### src/rtl/wb_byte_fifo_if.sv
// Wishbone classic slave bus bundle for wb_byte_fifo.
// The master modport drives requests; the slave modport returns data/ack.
interface wb_byte_fifo_if;
  logic [31:0] wb_adr_i;
  logic [31:0] wb_dat_i;
  logic [31:0] wb_dat_o;
  logic [3:0]  wb_sel_i;
  logic        wb_cyc_i;
  logic        wb_stb_i;
  logic        wb_we_i;
  logic        wb_ack_o;
  logic [2:0]  wb_cti_i;
  logic [1:0]  wb_bte_i;

  modport master (
    output wb_adr_i, wb_dat_i, wb_sel_i, wb_cyc_i, wb_stb_i, wb_we_i, wb_cti_i, wb_bte_i,
    input  wb_dat_o, wb_ack_o
  );

  modport slave (
    input  wb_adr_i, wb_dat_i, wb_sel_i, wb_cyc_i, wb_stb_i, wb_we_i, wb_cti_i, wb_bte_i,
    output wb_dat_o, wb_ack_o
  );
endinterface

### src/rtl/wb_byte_fifo.sv
// wb_byte_fifo: byte FIFO behind a Wishbone classic slave port.
// Register map (wb_adr_i[3:2]): 0 DATA, 1 STATUS, 2 CTRL, 3 reserved.
// Every access acks one cycle after the request and side effects happen on that same edge.
// Optional feature: define WB_BYTE_FIFO_OVF_EN to add a sticky overflow flag (STATUS[2]),
// set by writes dropped while full and cleared by CTRL bit 1.
module wb_byte_fifo #(
  parameter int unsigned DEPTH     = 16,
  parameter int unsigned DATA_W    = 8,
  parameter logic [7:0]  FILL_CHAR = 8'h41
) (
  input  logic           wb_clk_i,
  input  logic           wb_rst_ni,
  wb_byte_fifo_if.slave  bus,
  output logic           irq_o
);

  localparam int unsigned AW = $clog2(DEPTH);
  localparam logic [AW:0]   FullCount = DEPTH[AW:0];
  localparam logic [AW:0]   CntOne    = 1;
  localparam logic [AW-1:0] PtrOne    = 1;

  localparam logic [1:0] AdrData   = 2'd0;
  localparam logic [1:0] AdrStatus = 2'd1;
  localparam logic [1:0] AdrCtrl   = 2'd2;

  logic [DATA_W-1:0] mem [DEPTH];
  logic [AW-1:0]     wr_ptr_q, wr_ptr_d;
  logic [AW-1:0]     rd_ptr_q, rd_ptr_d;
  logic [AW:0]       count_q, count_d;
  logic              ack_q;
  logic [31:0]       dat_q, dat_d;
  logic [1:0]        rdy_sync_q;
  logic              ovf;

  logic       req, full, empty;
  logic       is_data, is_status, is_ctrl;
  logic       push, pop, drop, flush;
  logic [7:0] head8;
  logic [7:0] cnt8;
  logic [15:0] cnt_ext;

  assign full  = (count_q == FullCount);
  assign empty = (count_q == '0);
  assign irq_o = ~empty;

  assign bus.wb_ack_o = ack_q;
  assign bus.wb_dat_o = dat_q;

  // Access decode; requests are held off until reset release has been synchronised.
  always_comb begin
    req       = bus.wb_cyc_i & bus.wb_stb_i & ~ack_q & rdy_sync_q[1];
    is_data   = (bus.wb_adr_i[3:2] == AdrData);
    is_status = (bus.wb_adr_i[3:2] == AdrStatus);
    is_ctrl   = (bus.wb_adr_i[3:2] == AdrCtrl);
    push      = req & bus.wb_we_i & is_data & bus.wb_sel_i[0] & ~full;
    drop      = req & bus.wb_we_i & is_data & bus.wb_sel_i[0] & full;
    pop       = req & ~bus.wb_we_i & is_data & ~empty;
    flush     = req & bus.wb_we_i & is_ctrl & bus.wb_dat_i[0];
  end

  // Head entry zero-extended to a byte; count clamped to the 8-bit STATUS field.
  always_comb begin
    head8 = '0;
    head8[DATA_W-1:0] = mem[rd_ptr_q];
    cnt_ext = 16'(count_q);
    cnt8 = (cnt_ext > 16'd255) ? 8'hFF : cnt_ext[7:0];
  end

  // Pointer and occupancy next-state; push, pop and flush are mutually exclusive.
  always_comb begin
    wr_ptr_d = wr_ptr_q;
    rd_ptr_d = rd_ptr_q;
    count_d  = count_q;
    if (flush) begin
      wr_ptr_d = '0;
      rd_ptr_d = '0;
      count_d  = '0;
    end else if (push) begin
      wr_ptr_d = wr_ptr_q + PtrOne;
      count_d  = count_q + CntOne;
    end else if (pop) begin
      rd_ptr_d = rd_ptr_q + PtrOne;
      count_d  = count_q - CntOne;
    end
  end

  // Read data mux; the output register only changes when a read completes.
  always_comb begin
    dat_d = dat_q;
    if (req && !bus.wb_we_i) begin
      dat_d = 32'h0;
      if (is_data) begin
        dat_d = empty ? {4{FILL_CHAR}} : {4{head8}};
      end else if (is_status) begin
        dat_d = {8'h00, cnt8, 13'h0, ovf, full, empty};
      end
    end
  end

  // Reset release synchroniser: assert is asynchronous, deassert takes two clocks.
  always_ff @(posedge wb_clk_i or negedge wb_rst_ni) begin
    if (!wb_rst_ni) begin
      rdy_sync_q <= 2'b00;
    end else begin
      rdy_sync_q <= {rdy_sync_q[0], 1'b1};
    end
  end

  // Bus handshake, read data and FIFO bookkeeping state.
  always_ff @(posedge wb_clk_i or negedge wb_rst_ni) begin
    if (!wb_rst_ni) begin
      ack_q    <= 1'b0;
      dat_q    <= 32'h0;
      wr_ptr_q <= '0;
      rd_ptr_q <= '0;
      count_q  <= '0;
    end else begin
      ack_q    <= req;
      dat_q    <= dat_d;
      wr_ptr_q <= wr_ptr_d;
      rd_ptr_q <= rd_ptr_d;
      count_q  <= count_d;
    end
  end

  // Entry storage; contents need no reset since count gates visibility.
  always_ff @(posedge wb_clk_i) begin
    if (push) begin
      mem[wr_ptr_q] <= bus.wb_dat_i[DATA_W-1:0];
    end
  end

`ifdef WB_BYTE_FIFO_OVF_EN
  logic ovf_q, ovf_d;

  // Sticky overflow: set by a dropped write, cleared only by CTRL bit 1 (not by flush).
  always_comb begin
    ovf_d = ovf_q;
    if (drop) begin
      ovf_d = 1'b1;
    end else if (req && bus.wb_we_i && is_ctrl && bus.wb_dat_i[1]) begin
      ovf_d = 1'b0;
    end
  end

  // Overflow flag register.
  always_ff @(posedge wb_clk_i or negedge wb_rst_ni) begin
    if (!wb_rst_ni) begin
      ovf_q <= 1'b0;
    end else begin
      ovf_q <= ovf_d;
    end
  end

  assign ovf = ovf_q;
`else
  assign ovf = 1'b0;
`endif

  // Bus fields this slave never looks at.
  logic unused_bits;
  assign unused_bits = ^{bus.wb_adr_i[31:4], bus.wb_adr_i[1:0], bus.wb_dat_i[31:DATA_W],
                         bus.wb_sel_i[3:1], bus.wb_cti_i, bus.wb_bte_i, drop};

endmodule

### src/flat_wrapper.sv
// flat-port wrapper written by rule: the top's interface ports become plain ports
module wb_byte_fifo_flat 
#(
  parameter int unsigned DEPTH     = 16,
  parameter int unsigned DATA_W    = 8,
  parameter logic [7:0]  FILL_CHAR = 8'h41
)
  (wb_clk_i, wb_rst_ni, irq_o, bus_wb_adr_i, bus_wb_dat_i, bus_wb_sel_i, bus_wb_cyc_i, bus_wb_stb_i, bus_wb_we_i, bus_wb_cti_i, bus_wb_bte_i, bus_wb_dat_o, bus_wb_ack_o);
  wb_byte_fifo_if bus_i ();
  input  logic wb_clk_i;
  input  logic wb_rst_ni;
  output logic irq_o;
  input wire logic [$bits(bus_i.wb_adr_i)-1:0] bus_wb_adr_i;
  input wire logic [$bits(bus_i.wb_dat_i)-1:0] bus_wb_dat_i;
  input wire logic [$bits(bus_i.wb_sel_i)-1:0] bus_wb_sel_i;
  input wire logic [$bits(bus_i.wb_cyc_i)-1:0] bus_wb_cyc_i;
  input wire logic [$bits(bus_i.wb_stb_i)-1:0] bus_wb_stb_i;
  input wire logic [$bits(bus_i.wb_we_i)-1:0] bus_wb_we_i;
  input wire logic [$bits(bus_i.wb_cti_i)-1:0] bus_wb_cti_i;
  input wire logic [$bits(bus_i.wb_bte_i)-1:0] bus_wb_bte_i;
  output wire logic [$bits(bus_i.wb_dat_o)-1:0] bus_wb_dat_o;
  output wire logic [$bits(bus_i.wb_ack_o)-1:0] bus_wb_ack_o;
  assign bus_i.wb_adr_i = bus_wb_adr_i;
  assign bus_i.wb_dat_i = bus_wb_dat_i;
  assign bus_i.wb_sel_i = bus_wb_sel_i;
  assign bus_i.wb_cyc_i = bus_wb_cyc_i;
  assign bus_i.wb_stb_i = bus_wb_stb_i;
  assign bus_i.wb_we_i = bus_wb_we_i;
  assign bus_i.wb_cti_i = bus_wb_cti_i;
  assign bus_i.wb_bte_i = bus_wb_bte_i;
  assign bus_wb_dat_o = bus_i.wb_dat_o;
  assign bus_wb_ack_o = bus_i.wb_ack_o;
  wb_byte_fifo #(.DEPTH(DEPTH), .DATA_W(DATA_W), .FILL_CHAR(FILL_CHAR)) u_core (.wb_clk_i(wb_clk_i), .wb_rst_ni(wb_rst_ni), .bus(bus_i), .irq_o(irq_o));
endmodule
### config.mk
export PLATFORM = sky130hd
export DESIGN_NAME = wb_byte_fifo_flat
export DESIGN_NICKNAME = d
export VERILOG_FILES = /design/src/rtl/wb_byte_fifo_if.sv /design/src/rtl/wb_byte_fifo.sv /design/src/flat_wrapper.sv
export SDC_FILE = /design/constraint.sdc
export NUM_CORES = 1
export LEC_CHECK = 0
export BUFFER_PORTS_ARGS = -buffer_cell sky130_fd_sc_hd__buf_4
export CORE_MARGIN = 5
export CORE_UTILIZATION = 60
export CTS_CLUSTER_DIAMETER = 100
export DETAILED_ROUTE_END_ITERATION = 8
export PLACE_DENSITY = 0.84
export SYNTH_ARGS = -nofsm -noshare
export SYNTH_HDL_FRONTEND = slang
export SYNTH_SLANG_ARGS = --single-unit
export TNS_END_PERCENT = 10
### constraint.sdc
create_clock -name wb_clk_i -period 5.52 [get_ports wb_clk_i]
set_clock_uncertainty 0.15 [all_clocks]
set_input_delay 0.552 -clock wb_clk_i [delete_from_list [all_inputs] [get_ports wb_clk_i]]
set_output_delay 0.552 -clock wb_clk_i [all_outputs]
set_load 0.05 [all_outputs]
Word-level counts from Yosys, hierarchy flattened
Memories as Yosys holds them, arrays and structs flattened.
Index checks and enable logic that the tools add are counted.
{"block": "word_totals", "ramBits": 128, "input_bits": 78, "register_bits": 48, "n_memories": 1}
{"block": "classes", "n_bitwise": 16, "addsub": 4, "reduce_logical": 8, "eq_ne": 4, "muxes": 13}
{"name": "u_core.mem", "words": 16, "width": 8, "read_ports": 1, "rd_ports_with_merged_regs": 0, "wr": 1, "line_no": "wb_byte_fifo.sv:26", "source": "logic [DATA_W-1:0] mem [DEPTH];"}
{"operator": "32-bit two-way mux", "count": 2}
{"operator": "21-bit two-way mux", "count": 1}
{"operator": "4-bit two-way mux", "count": 5}
{"operator": "5-bit two-way mux", "count": 3}
{"operator": "1-bit AND", "count": 12}
{"operator": "4-bit by 1-bit adder with 4-bit output, second input constant", "count": 2}
{"operator": "5-bit by 1-bit adder with 5-bit output, second input constant", "count": 1}
{"operator": "5-bit equality test, second input constant", "count": 1}
{"operator": "5-bit zero test", "count": 1}
{"operator": "5-bit by 1-bit subtractor with 5-bit output, second input constant", "count": 1}
{"operator": "1-bit NOT", "count": 4}
{"operator": "2-bit nonzero test", "count": 2}
{"operator": "3-bit nonzero test", "count": 1}
{"operator": "2-bit by 1-bit equality test with 1-bit output, second input constant", "count": 1}
{"operator": "2-bit equality test, second input constant", "count": 1}
{"operator": "2-bit zero test", "count": 1}
{"operator": "1-bit two-way mux", "count": 2}
{"operator": "2-bit != test, second input constant", "count": 1}
{"operator": "2-bit AND reduction", "count": 1}
{"operator": "1-bit logical AND", "count": 1}
{"operator": "1-bit zero test", "count": 1}

Longest topological paths before layout
Gate-level depths: netlist of run 1.
{"block": "depth", "depth_word": 9, "mapped_depth": 8}

Least setup slack after synthesis of run 1
Ideal clock, no wire load.
{"block": "synth_path", "path_kind": "reg2reg", "start": "reg u_core.ack_q (netlist: u_core.bus.wb_ack_o)", "end": "mem u_core.mem[0][0] (enable)", "t_arrival_ps": 2548, "t_required_ps": 4975, "setup_ps": 395, "setup_slack_ps": 2427, "stages_incl_launch_ff": 5, "synth_period_minus_slack_ps": 3093, "n_path_buf": 0, "cell_sequence": "dfrtp_1 -> nand4b_4 -> a2111oi_2 -> clkinv_1 -> nor4_1"}
{"block": "synth_between", "elab_chain_cells": 9}
{"element": "from (decl)", "line_no": "wb_byte_fifo.sv:30", "source": "logic ack_q;"}
{"element": "from (signal assigned)", "line_no": "wb_byte_fifo.sv:118", "source": "ack_q <= req;"}
{"element": "1-bit NOT", "line_no": "wb_byte_fifo.sv:51", "source": "req = bus.wb_cyc_i & bus.wb_stb_i & ~ack_q & rdy_sync_q[1];"}
{"element": "1-bit AND (2 in series)", "line_no": "wb_byte_fifo.sv:51"}
{"element": "1-bit AND (4 in series)", "line_no": "wb_byte_fifo.sv:55", "source": "push = req & bus.wb_we_i & is_data & bus.wb_sel_i[0] & ~full;"}
{"element": "1-bit two-way mux", "line_no": "wb_byte_fifo.sv:128", "source": "if (push) begin"}
{"element": "1-bit two-way mux (not written as such)", "line_no": "wb_byte_fifo.sv:129", "source": "mem[wr_ptr_q] <= bus.wb_dat_i[DATA_W-1:0];"}
{"element": "to (decl)", "line_no": "wb_byte_fifo.sv:26"}
Every way passes these cells.

Worst setup path in the final report of run 1
{"block": "layout_path", "start": "reg u_core.ack_q (netlist: u_core.bus.wb_ack_o)", "end": "reg u_core.count_q[4]"}
{"block": "layout_between", "elab_chain_cells": 9, "elab_cells_between_ends": 15, "cone_classes": "mux: 2; bitwise: 12; reduce/logical: 1"}
{"element": "1-bit NOT *", "line_no": "wb_byte_fifo.sv:51"}
{"element": "1-bit AND * (2 in series)", "line_no": "wb_byte_fifo.sv:51"}
{"element": "1-bit AND", "line_no": "wb_byte_fifo.sv:55, wb_byte_fifo.sv:58"}
{"element": "1-bit AND (3 in series)", "line_no": "wb_byte_fifo.sv:55"}
{"element": "5-bit two-way mux", "line_no": "wb_byte_fifo.sv:78", "source": "end else if (push) begin"}
{"element": "5-bit two-way mux", "line_no": "wb_byte_fifo.sv:74", "source": "if (flush) begin"}
{"element": "to (signal assigned)", "line_no": "wb_byte_fifo.sv:122", "source": "count_q <= count_d;"}
{"element": "to (decl)", "line_no": "wb_byte_fifo.sv:29", "source": "logic [AW:0] count_q, count_d;"}
Mark *: on every way between the ends. The rest lies on a longest branch, timed or not.
A chain may end at the register's enable or synchronous reset.

==> results of run 1 <==
[final cells by class]
cell class,instances,area share
Sequential cell,159,0.5982
Clock inverter,13,0.02251
Multi-Input combinational cell,198,0.2371
Clock buffer,19,0.05458
Inverter,13,0.006317
Tap cell,140,0.02268
Timing Repair Buffer,60,0.05863
[cells in the final DEF, fill, tap and decap left out, types with 2 or more instances in the layout]
| master | count |
|---|---|
| dfrtp_1 | 30 |
| clkbuf_1 | 2 |
| mux4_2 | 30 |
| a22o_1 | 9 |
| o31ai_1 | 3 |
| o21ai_0 | 11 |
| or3_1 | 2 |
| mux2i_1 | 6 |
| a2111oi_2 | 2 |
| bufinv_16 | 3 |
| a21oi_1 | 12 |
| buf_4 | 59 |
| inv_6 | 5 |
| clkbuf_16 | 16 |
| clkinvlp_4 | 2 |
| nand2_1 | 26 |
| o211ai_1 | 4 |
| nor2b_1 | 5 |
| or4_1 | 2 |
| nand2b_1 | 2 |
| ha_1 | 9 |
| inv_1 | 12 |
| nor4_1 | 9 |
| and2_1 | 5 |
| mux2_2 | 2 |
| nand3b_1 | 2 |
| nor3_1 | 5 |
| edfxtp_1 | 128 |
| nor2_1 | 9 |
| a22oi_1 | 7 |
| a21o_1 | 4 |
| nand3_1 | 13 |
[per-stage QoR]
step | hold WS (ns) | utilization
2_1_floorplan | 0.1064 | -
3_3_place_gp | 0.1887 | 0.6539
3_5_place_dp | 0.2023 | 0.6539
4_1_cts | 0.1685 | 0.7095
5_1_grt | 0.1861 | 0.7095
6_report | 0.1884 | 0.7095
[registers in the layout (all words and copies together) (netlist names)]
register / cells
u_core.bus.wb_dat_o: 15
u_core.bus.wb_ack_o: 1
u_core.rd_ptr_q: 4
u_core.rdy_sync_q: 2
u_core.mem: 128
u_core.count_q: 5
u_core.wr_ptr_q: 4
[path summary, 6_finish.rpt]
path / startpoint / end / slack [ns] / cells after the start
max: u_core.bus.wb_ack_o / u_core.count_q[4] / 2.07 / 8
min: bus_wb_dat_i[1] / u_core.mem[15][1] / 0.19 / 1
max reg2reg: u_core.bus.wb_ack_o / u_core.count_q[4] / 2.07 / 8
min reg2reg: u_core.rdy_sync_q[0] / u_core.rdy_sync_q[1] / 0.21 / 0
max in group asynchronous: wb_rst_ni / u_core.rd_ptr_q[0] / 4.58 / 2
min in group asynchronous: wb_rst_ni / u_core.bus.wb_dat_o[18] / 0.34 / 2
[power groups by stage]
stage	Sequential, W	Combinational (W)	Clock, W
floorplan	0.00149	0.000454	0
global placement	0.00145	0.000625	0
detailed placement	0.00145	0.000646	0
CTS	0.00143	0.000653	0.00119
global route	0.00144	0.000692	0.00125
finish	0.00143	0.000651	0.00119
[per-layer routing]
metal	wire length, µm	GRT usage	vias up
met3	1267	0.05431	30
met1	5715	0.3095	1932
met2	7229	0.3774	217
met4	299	0.08121	0
met5	0	0	-
li1	-	-	1661
[cell families (layout without fill, tap and decap cells)]
| logic type | count (synthesis) | count (layout) | share of synthesized area |
|---|---|---|---|
| AO/OA/AOI/OAI | 59 | 59 | 0.06617 |
| other | 1 | 1 | 0.0005586 |
| multiplexers | 38 | 38 | 0.1130 |
| buffers and inverters | 48 | 105 | 0.03895 |
| adder cells (fa/ha/maj) | 10 | 10 | 0.01976 |
| AND/OR/NAND/NOR | 89 | 89 | 0.07213 |
| XOR/XNOR | 1 | 1 | 0.001305 |
| flip-flops | 159 | 159 | 0.6882 |
[worst max-delay path, stage by stage (launching register included)]
cell	delay [ns]
dfrtp_1	0.38
nand4b_4	0.27
a2111oi_2	0.60
clkinv_1	0.55
fa_1	0.61
a21o_1	0.20
a21oi_1	0.19
mux2i_1	0.23
mux2i_1	0.19
==> summary.md, run 1 <==
| Metric | Value |
|---|---|
| Outcome | complete, no violations |
| Syn Area/Cell | 16.57 µm² |
| Period utilization | 0.6259 |
| Clock-pin slew on the worst setup and hold paths | 0.07 ns |
| Layout Nets | 537 |
| DRT iter0 DRCs | 528 |
| Post-route ant nets | 0 |
| Share of the synthesized area in the top cell type | 0.5726 |
| Worst Tran Pin Value | 1.015 ns |
| Gate power share | 0.199 |
| Area occupied by multi-input gates | 0.001832 mm² |
| H-tree Lvls | 4 |
| Vias in the first global route | 3899 |
| CTS buffer count | 17 |
| Post-CTS Setup Bufs | 0 |
| Cell Int Power | 0.002300 W |
| Leading cell types by count after synthesis | edfxtp_1 (128), dfrtp_1 (31), mux4_2 (30) |
| Post-Route WL | 14510 µm |
| Flops & latches, synth | 159 |
| Register area | 0.004621 mm² |
| Slew margin rel. | 0.3207 |
| Worst EP required | 5.83 ns |
| Clk pwr share | 0.363 |
| FFs w/ async S/R, synth | 0.1950 |
| Leak pwr | 2.783 nW |
| Die area | 0.01340 mm² |
| Mapped Cells | 405 |
| Tmin final | 3.455 ns |
| Synth area leaders | edfxtp_1 (57%), dfrtp_1 (12%), mux4_2 (10%) |
| Filler cells | 618 |
| Synth warnings | 0 |
| Worst Slack Setup Final | 2.065 ns |
| Crit Path Max Fanout | 13 |
| Peak VDD IR | 0.0002989 V |
| Final setup fails | 0 |
| Final HPWL DP | 9094 µm |
| TritonCTS clock tree | done |
| CP arrival | 3.76 ns |
| Routed via count | 3840 |
| Layout Cells excl Fill | 602 |
| Later-pin clock latency in the skew report | 0.53 ns |
| Seq/Total Area, Yosys | 0.6882 |
| NetSw | 0.0009710 W |
| Unique cell type count in the Yosys netlist | 51 |
| Hold Vio Cnt, Final | 0 |
| Deepest clock path buffer count | 2 |
| RSZ-0062 raised after global routing | no |
| # port buffers | 49 |
| Router iterations before antenna repair | 5 |
| Initial antenna violation count | 0 |
| DIE WIDTH | 115.8 µm |
| Largest net degree at the start of global routing | 32 |
| Power Total | 0.003271 W |
| Post-route DRC | 0 |
| GRT Overall Usage | 0.2309 |
| Synth-to-Final Area Change | 15.08% |
| Power per cell area | 423.5 mW/mm² |
| Synth area leader | edfxtp_1 |
| Crit. End Element | flip-flop |
| Count leader, synth | edfxtp_1 |
| Post-CTS Resized | 0 |
| Crit path kind | flip-flop to flip-flop |
| WL/cell | 24.10 µm |
| Max-slew violation count | 0 |
| Overflow after GRT | 0 |
| Ys flop type | edfxtp_1 |
| FMAX | 0.2895 GHz |
| Max-cap violation count | 0 |
| Area after DPL | 0.007119 mm² |
| Chip height | 115.8 µm |
| Antenna Cells | 0 |
| Hold buffer count at CTS | 1 |
| Placer Congestion | 0.8333 |
| Row Count | 38 |
| Initial Util | 0.6165 |
| CTS Root Cell | clkbuf_8 |
| Post-synth EDFFs | 128 |
| Core ar. | 0.01089 mm² |
| Share of layout cells above drive strength 1 | 0.2792 |
| Seq pwr share | 0.438 |
| Placed cells | 569 |
| Final Instance Area | 0.007725 mm² |
| Post-Place Setup Slack | 1.958 ns |
| Syn Nets | 493 |
| Worst hold path class | primary input to flip-flop |
| First-pass GRT wire length | 22400 µm |
| Setup TNS Final | 0 ns |
| Switching Share | 0.2968 |
| Cell Area, Synth | 0.006713 mm² |
| Critical Path Source Type | flip-flop |
| IO Count | 112 |
| Via density | 6.379 |
| Clock sink count | 159 |
No activity file was read; power rests on OpenSTA's default activity.
==> run 2, diff against run 1 <==
--- a/config.mk
+++ b/config.mk
@@ -7,10 +7,10 @@
 export LEC_CHECK = 0
 export BUFFER_PORTS_ARGS = -buffer_cell sky130_fd_sc_hd__buf_4
 export CORE_MARGIN = 5
-export CORE_UTILIZATION = 60
+export CORE_UTILIZATION = 56
 export CTS_CLUSTER_DIAMETER = 100
 export DETAILED_ROUTE_END_ITERATION = 8
-export PLACE_DENSITY = 0.84
+export PLACE_DENSITY = 0.79
 export SYNTH_ARGS = -nofsm -noshare
 export SYNTH_HDL_FRONTEND = slang
 export SYNTH_SLANG_ARGS = --single-unit
==> constraint.sdc (replaced) <==
create_clock -name wb_clk_i -period 3.45 [get_ports wb_clk_i]
set_clock_uncertainty 0.15 [all_clocks]
set_input_delay 0.345 -clock wb_clk_i [delete_from_list [all_inputs] [get_ports wb_clk_i]]
set_output_delay 0.345 -clock wb_clk_i [all_outputs]
set_load 0.05 [all_outputs]
==> summary.md, run 2 (synthesis gave the netlist of run 1 again) <==
| Metric | Value |
|---|---|
| Biggest register | u_core.mem |
| Hold Vio Cnt, Final | 0 |
| FMAX | 0.3156 GHz |
| Overflow after GRT | 0 |
| DIE WIDTH | 119.5 µm |
| RSZ-0062 raised after global routing | no |
| Max reg flops | 128 |
| Post-route DRC | 0 |
| WL/cell | 22.59 µm |
| Post-Route WL | 14030 µm |
| Post-CTS Resized | 0 |
| Worst EP required | 3.64 ns |
| Period utilization | 0.9186 |
| Setup TNS Final | 0 ns |
| Vias in the first global route | 3908 |
| CP arrival | 3.36 ns |
| WL met1 | 5691 µm |
| Min-delay src | bus_wb_dat_i[1] |
| Outcome | complete, no violations |
| GRT Overall Usage | 0.2081 |
| Crit path kind | flip-flop to flip-flop |
| Leak pwr | 2.839 nW |
| Placed cells | 588 |
| Share of layout cells above drive strength 1 | 0.2975 |
| Via density | 6.192 |
| Placer Congestion | 0.8691 |
| Largest net degree at the start of global routing | 32 |
| Tmin final | 3.169 ns |
| IO Count | 112 |
| Power Total | 0.005157 W |
| Met3 WL | 1192 µm |
| Critical path origin | u_core.bus.wb_ack_o |
| Die area | 0.01428 mm² |
| Chip height | 119.5 µm |
| Later-pin clock latency in the skew report | 0.42 ns |
| TritonCTS clock tree | done |
| CTS Root Cell | clkbuf_16 |
| Highest routed layer | met4 |
| Crit Path Max Fanout | 9 |
| Routed via count | 3845 |
| Final HPWL DP | 8889 µm |
| Initial Util | 0.5659 |
| Initial antenna violation count | 0 |
| Slew margin rel. | 0.4641 |
| Hold buffer count at CTS | 1 |
| Critical Path Source Type | flip-flop |
| Deepest clock path buffer count | 2 |
| # port buffers | 49 |
| First-pass GRT wire length | 22100 µm |
| Clock sink count | 159 |
| Row Count | 40 |
| Worst hold path class | primary input to flip-flop |
| Peak VDD IR | 0.0003573 V |
| Antenna Cells | 0 |
| Post-route ant nets | 0 |
| Post-CTS Setup Bufs | 0 |
| Crit. End Element | flip-flop |
| Final Util | 0.6582 |
| Layout Nets | 549 |
| Core ar. | 0.01186 mm² |
| Max-slew violation count | 0 |
| Max-cap violation count | 0 |
| Final setup fails | 0 |
| H-tree Lvls | 4 |
| Power per cell area | 660.5 mW/mm² |
| Worst r2r src | u_core.bus.wb_ack_o |
| Most frequent cells in the layout | edfxtp_1 (128), buf_4 (71), mux4_2 (30), dfrtp_1 (30), nand2_1 (26) |
| Met2 wire len | 6976 µm |
| CTS buffer count | 17 |
| Layout Cells excl Fill | 621 |
| Clock-pin slew on the worst setup and hold paths | 0.07 ns |
| Router iterations before antenna repair | 5 |
| DRT iter0 DRCs | 473 |
| Most common cell after layout, fill and taps aside | edfxtp_1 |
| Synth-to-Final Area Change | 16.31% |
| Worst Tran Pin Value | 0.8023 ns |
-- run 2: changes by cell type in the layout (fill, tap and decap cells not counted) --
cell / delta
bufinv_16: -2
buf_4: +12
clkinv_8: +1
clkinv_2: -1
clkbuf_16: +1
inv_8: +1
clkinvlp_4: -1
inv_6: -2
clkinv_1: +2
clkinv_4: +4
clkbuf_1: -2
clkbuf_8: -1
-- run 2: stage by stage --
step	setup slack [ns]	hold slack (ns)	area, µm²
after floorplan	0.3571	-0.1006	6713
after global placement	0.3425	0.1455	7218
after detailed placement	0.3487	0.1473	7218
after CTS	0.3009	0.05678	7807
after global routing	0.08884	0.07675	7807
final	0.2810	0.07558	7807
-- run 2: report_power, final --
group	internal [W]	total, W	switching [W]	leakage, nW
combinational	0.000438	0.00109	0.000654	1.00
clock	0.00101	0.00180	0.000783	0.280
sequential	0.00215	0.00227	0.000119	1.56
total	0.00360	0.00516	0.00156	2.84
-- run 2: cell type report --
class	instances	area [µm²]
Multi-Input combinational cell	198	1832
Clock inverter	15	153.9
Tap cell	147	183.9
Inverter	13	48.80
Sequential cell	159	4621
Clock buffer	17	425.4
Timing Repair Buffer	72	543.0
Fill cell	763	4054
-- run 2: path summary, 6_finish.rpt --
| kind | end | depth (start not counted) | slack (ns) |
|---|---|---|---|
| hold reg to reg | u_core.rdy_sync_q[1] | 0 | 0.20 |
| setup reg to reg | u_core.count_q[4] | 8 | 0.28 |
| setup / recovery | u_core.count_q[4] | 8 | 0.28 |
| max in group asynchronous | u_core.rd_ptr_q[0] | 2 | 2.58 |
| min in group asynchronous | u_core.wr_ptr_q[1] | 2 | 0.25 |
| hold / removal | u_core.mem[9][1] | 1 | 0.08 |
-- run 2: routing by layer --
metal / vias up / global-route usage
li1: 1691 / -
met1: 1947 / 0.2790
met2: 192 / 0.3298
met3: 15 / 0.06933
met4: 0 / 0.05727
met5: - / 0
-- run 2: critical path, stage by stage (launching register included) --
cell       delay, ns
dfrtp_1         0.37
nand4b_4        0.27
a2111oi_2       0.59
clkinv_1        0.38
fa_1            0.48
a21o_1          0.19
a21oi_1         0.19
mux2i_1         0.25
mux2i_1         0.21
==> run 3, diff against run 2 <==
--- a/config.mk
+++ b/config.mk
@@ -7,10 +7,11 @@
 export LEC_CHECK = 0
 export BUFFER_PORTS_ARGS = -buffer_cell sky130_fd_sc_hd__buf_4
 export CORE_MARGIN = 5
-export CORE_UTILIZATION = 56
+export CORE_UTILIZATION = 58
+export CTS_BUF_LIST = sky130_fd_sc_hd__clkbuf_4
 export CTS_CLUSTER_DIAMETER = 100
 export DETAILED_ROUTE_END_ITERATION = 8
-export PLACE_DENSITY = 0.79
+export PLACE_DENSITY = 0.82
 export SYNTH_ARGS = -nofsm -noshare
 export SYNTH_HDL_FRONTEND = slang
 export SYNTH_SLANG_ARGS = --single-unit
==> constraint.sdc (replaced) <==
create_clock -name wb_clk_i -period 3.45 [get_ports wb_clk_i]
set_clock_uncertainty 0.15 [all_clocks]
set_input_delay 0.69 -clock wb_clk_i [delete_from_list [all_inputs] [get_ports wb_clk_i]]
set_output_delay 0.69 -clock wb_clk_i [all_outputs]
set_load 0.05 [all_outputs]
==> summary.md, run 3 (synthesis gave the netlist of run 1 again) <==
| Metric | Value |
|---|---|
| Outcome | complete, no violations |
| Synth-to-Final Area Change | 11.67% |
| Final HPWL DP | 9077 µm |
| Core ar. | 0.01137 mm² |
| Post-route DRC | 0 |
| Gate power share | 0.230 |
| First-pass GRT wire length | 21010 µm |
| Tmin final | 3.100 ns |
| Router iterations before antenna repair | 5 |
| Min-delay src | u_core.rdy_sync_q[0] |
| # port buffers | 49 |
| Die area | 0.01383 mm² |
| Share of layout cells above drive strength 1 | 0.2981 |
| Worst Slack Setup Final | 0.3497 ns |
| Worst hold path class | flip-flop to flip-flop |
| Max-slew violation count | 0 |
| Crit-path cells | or4_1 -> nor2_1 -> inv_1 -> buf_4 |
| Hold Vio Cnt, Final | 0 |
| CTS Root Cell | clkbuf_4 |
| Clk pwr share | 0.244 |
| Final Util | 0.6593 |
| Critical path origin | u_core.count_q[1] |
| Chip height | 117.6 µm |
| Hold Path Stages | 0 |
| Overflow after GRT | 0 |
| FMAX | 0.3226 GHz |
| IO Count | 112 |
| CTS buffer count | 17 |
| Layout Nets | 548 |
| Worst EP required | 2.61 ns |
| Post-route ant nets | 0 |
| Top delay family on crit path | simple AND/OR/NAND/NOR gates |
| H-tree Lvls | 4 |
| Antenna Cells | 0 |
| RSZ-0062 raised after global routing | no |
| Setup TNS Final | 0 ns |
| Period utilization | 0.8986 |
| Most common cell after layout, fill and taps aside | edfxtp_1 |
| Worst Tran Pin Value | 0.8759 ns |
| Initial Util | 0.5904 |
| Crit. End Element | output port |
| Cell Int Power | 0.002942 W |
| Filler cells | 725 |
| Biggest register | u_core.mem |
| Initial antenna violation count | 0 |
| Later-pin clock latency in the skew report | 0.54 ns |
| TritonCTS clock tree | done |
| WL/cell | 21.57 µm |
| Worst r2r src | u_core.count_q[1] |
| Max-cap violation count | 0 |
| DRT iter0 DRCs | 459 |
| WHS Endpoint | u_core.rdy_sync_q[1] |
| Reg2reg path depth | 9 |
| CP peak stage delay | 0.62 ns |
| Max reg flops | 128 |
| Power per cell area | 586.1 mW/mm² |
| Largest net degree at the start of global routing | 32 |
| Crit Path Max Fanout | 6 |
| Post-Place Setup Slack | 0.1749 ns |
| Switching Share | 0.3303 |
| Vias in the first global route | 3810 |
| CP arrival | 2.26 ns |
| R2r setup slk | 0.46 ns |
| NetSw | 0.001451 W |
| Clock-pin slew on the worst setup and hold paths | 0.14 ns |
| Leak pwr | 2.697 nW |
| Routed via count | 3820 |
| CP bufs+invs | 2 |
| Final setup fails | 0 |
| DIE WIDTH | 117.6 µm |
| Via density | 6.201 |
| Most frequent cells in the layout | edfxtp_1 (128), buf_4 (70), mux4_2 (30), dfrtp_1 (30), nand2_1 (26) |
| Post-CTS Setup Bufs | 0 |
| Slew margin rel. | 0.4160 |
| Placer Congestion | 0.8669 |
| Slowest CP cell | or4_1 |
| Deepest clock path buffer count | 2 |
| Row Count | 39 |
| Critical Path Source Type | flip-flop |
| Post-Route WL | 13290 µm |
| Clock sink count | 159 |
| Crit path kind | flip-flop to output port |
| Peak VDD IR | 0.0004607 V |
| GRT Overall Usage | 0.1963 |
| RR Endpoint | u_core.count_q[4] |
| Seq pwr share | 0.525 |
==> run 3: how the worst max path moves through the flow <==
| stage | cells past startpoint | end |
|---|---|---|
| after CTS | 4 | irq_o |
| after floorplan | 4 | u_core.mem[0][0] |
| after global routing | 9 | u_core.count_q[4] |
| final | 4 | irq_o |
| after global placement | 10 | u_core.count_q[4] |
| after detailed placement | 10 | u_core.count_q[4] |
==> run 3: power by group through the flow <==
stage | logic, W | registers [W] | clock network [W]
4_1_cts | 0.00101 | 0.00231 | 0.00109
6_report | 0.00101 | 0.00231 | 0.00107
3_3_place_gp | 0.000985 | 0.00235 | 0
5_1_grt | 0.00109 | 0.00233 | 0.00118
3_5_place_dp | 0.00101 | 0.00235 | 0
2_1_floorplan | 0.000726 | 0.00239 | 0
==> run 3: routing by layer <==
metal	share of wire	track usage
met4	0.014	0.06882
met1	0.41	0.2642
met2	0.50	0.3197
met5	0	0
met3	0.076	0.04277
==> run 3: stage by stage <==
stage / std cells / instance area, µm² / hold slack, ns / power (W)
after floorplan: 405 / 6713 / 0.1812 / 0.003112
after global placement: 583 / 7206 / 0.1934 / 0.003333
after detailed placement: 583 / 7206 / 0.1963 / 0.003360
after CTS: 616 / 7496 / 0.2346 / 0.004417
after global routing: 616 / 7496 / 0.2374 / 0.004598
final: 616 / 7496 / 0.2337 / 0.004394
==> run 3: what timing repair did <==
action	4_1_cts	5_1_grt
gates resized for setup	0	0
hold buffers	1	0
hold endpoints to repair	31	0
==> run 3: cell type report <==
class | instances | area [µm²] | share of cell area
Clock buffer | 17 | 127.6 | 0.01703
Multi-Input combinational cell | 198 | 1832 | 0.2444
Tap cell | 143 | 178.9 | 0.02387
Sequential cell | 159 | 4621 | 0.6164
Inverter | 13 | 48.80 | 0.006510
Timing Repair Buffer | 71 | 535.5 | 0.07144
Clock inverter | 15 | 152.6 | 0.02036
==> run 3: worst register-to-register path, delay by kind of cell, from the launching register on <==
kind	cells	cell delay (ns)
buffers and inverters	2	0.41
AND/OR/NAND/NOR	1	0.15
AO/OA/AOI/OAI	3	0.89
multiplexers	2	0.47
adder cells (fa/ha/maj)	1	0.31
flip-flops	1	0.54
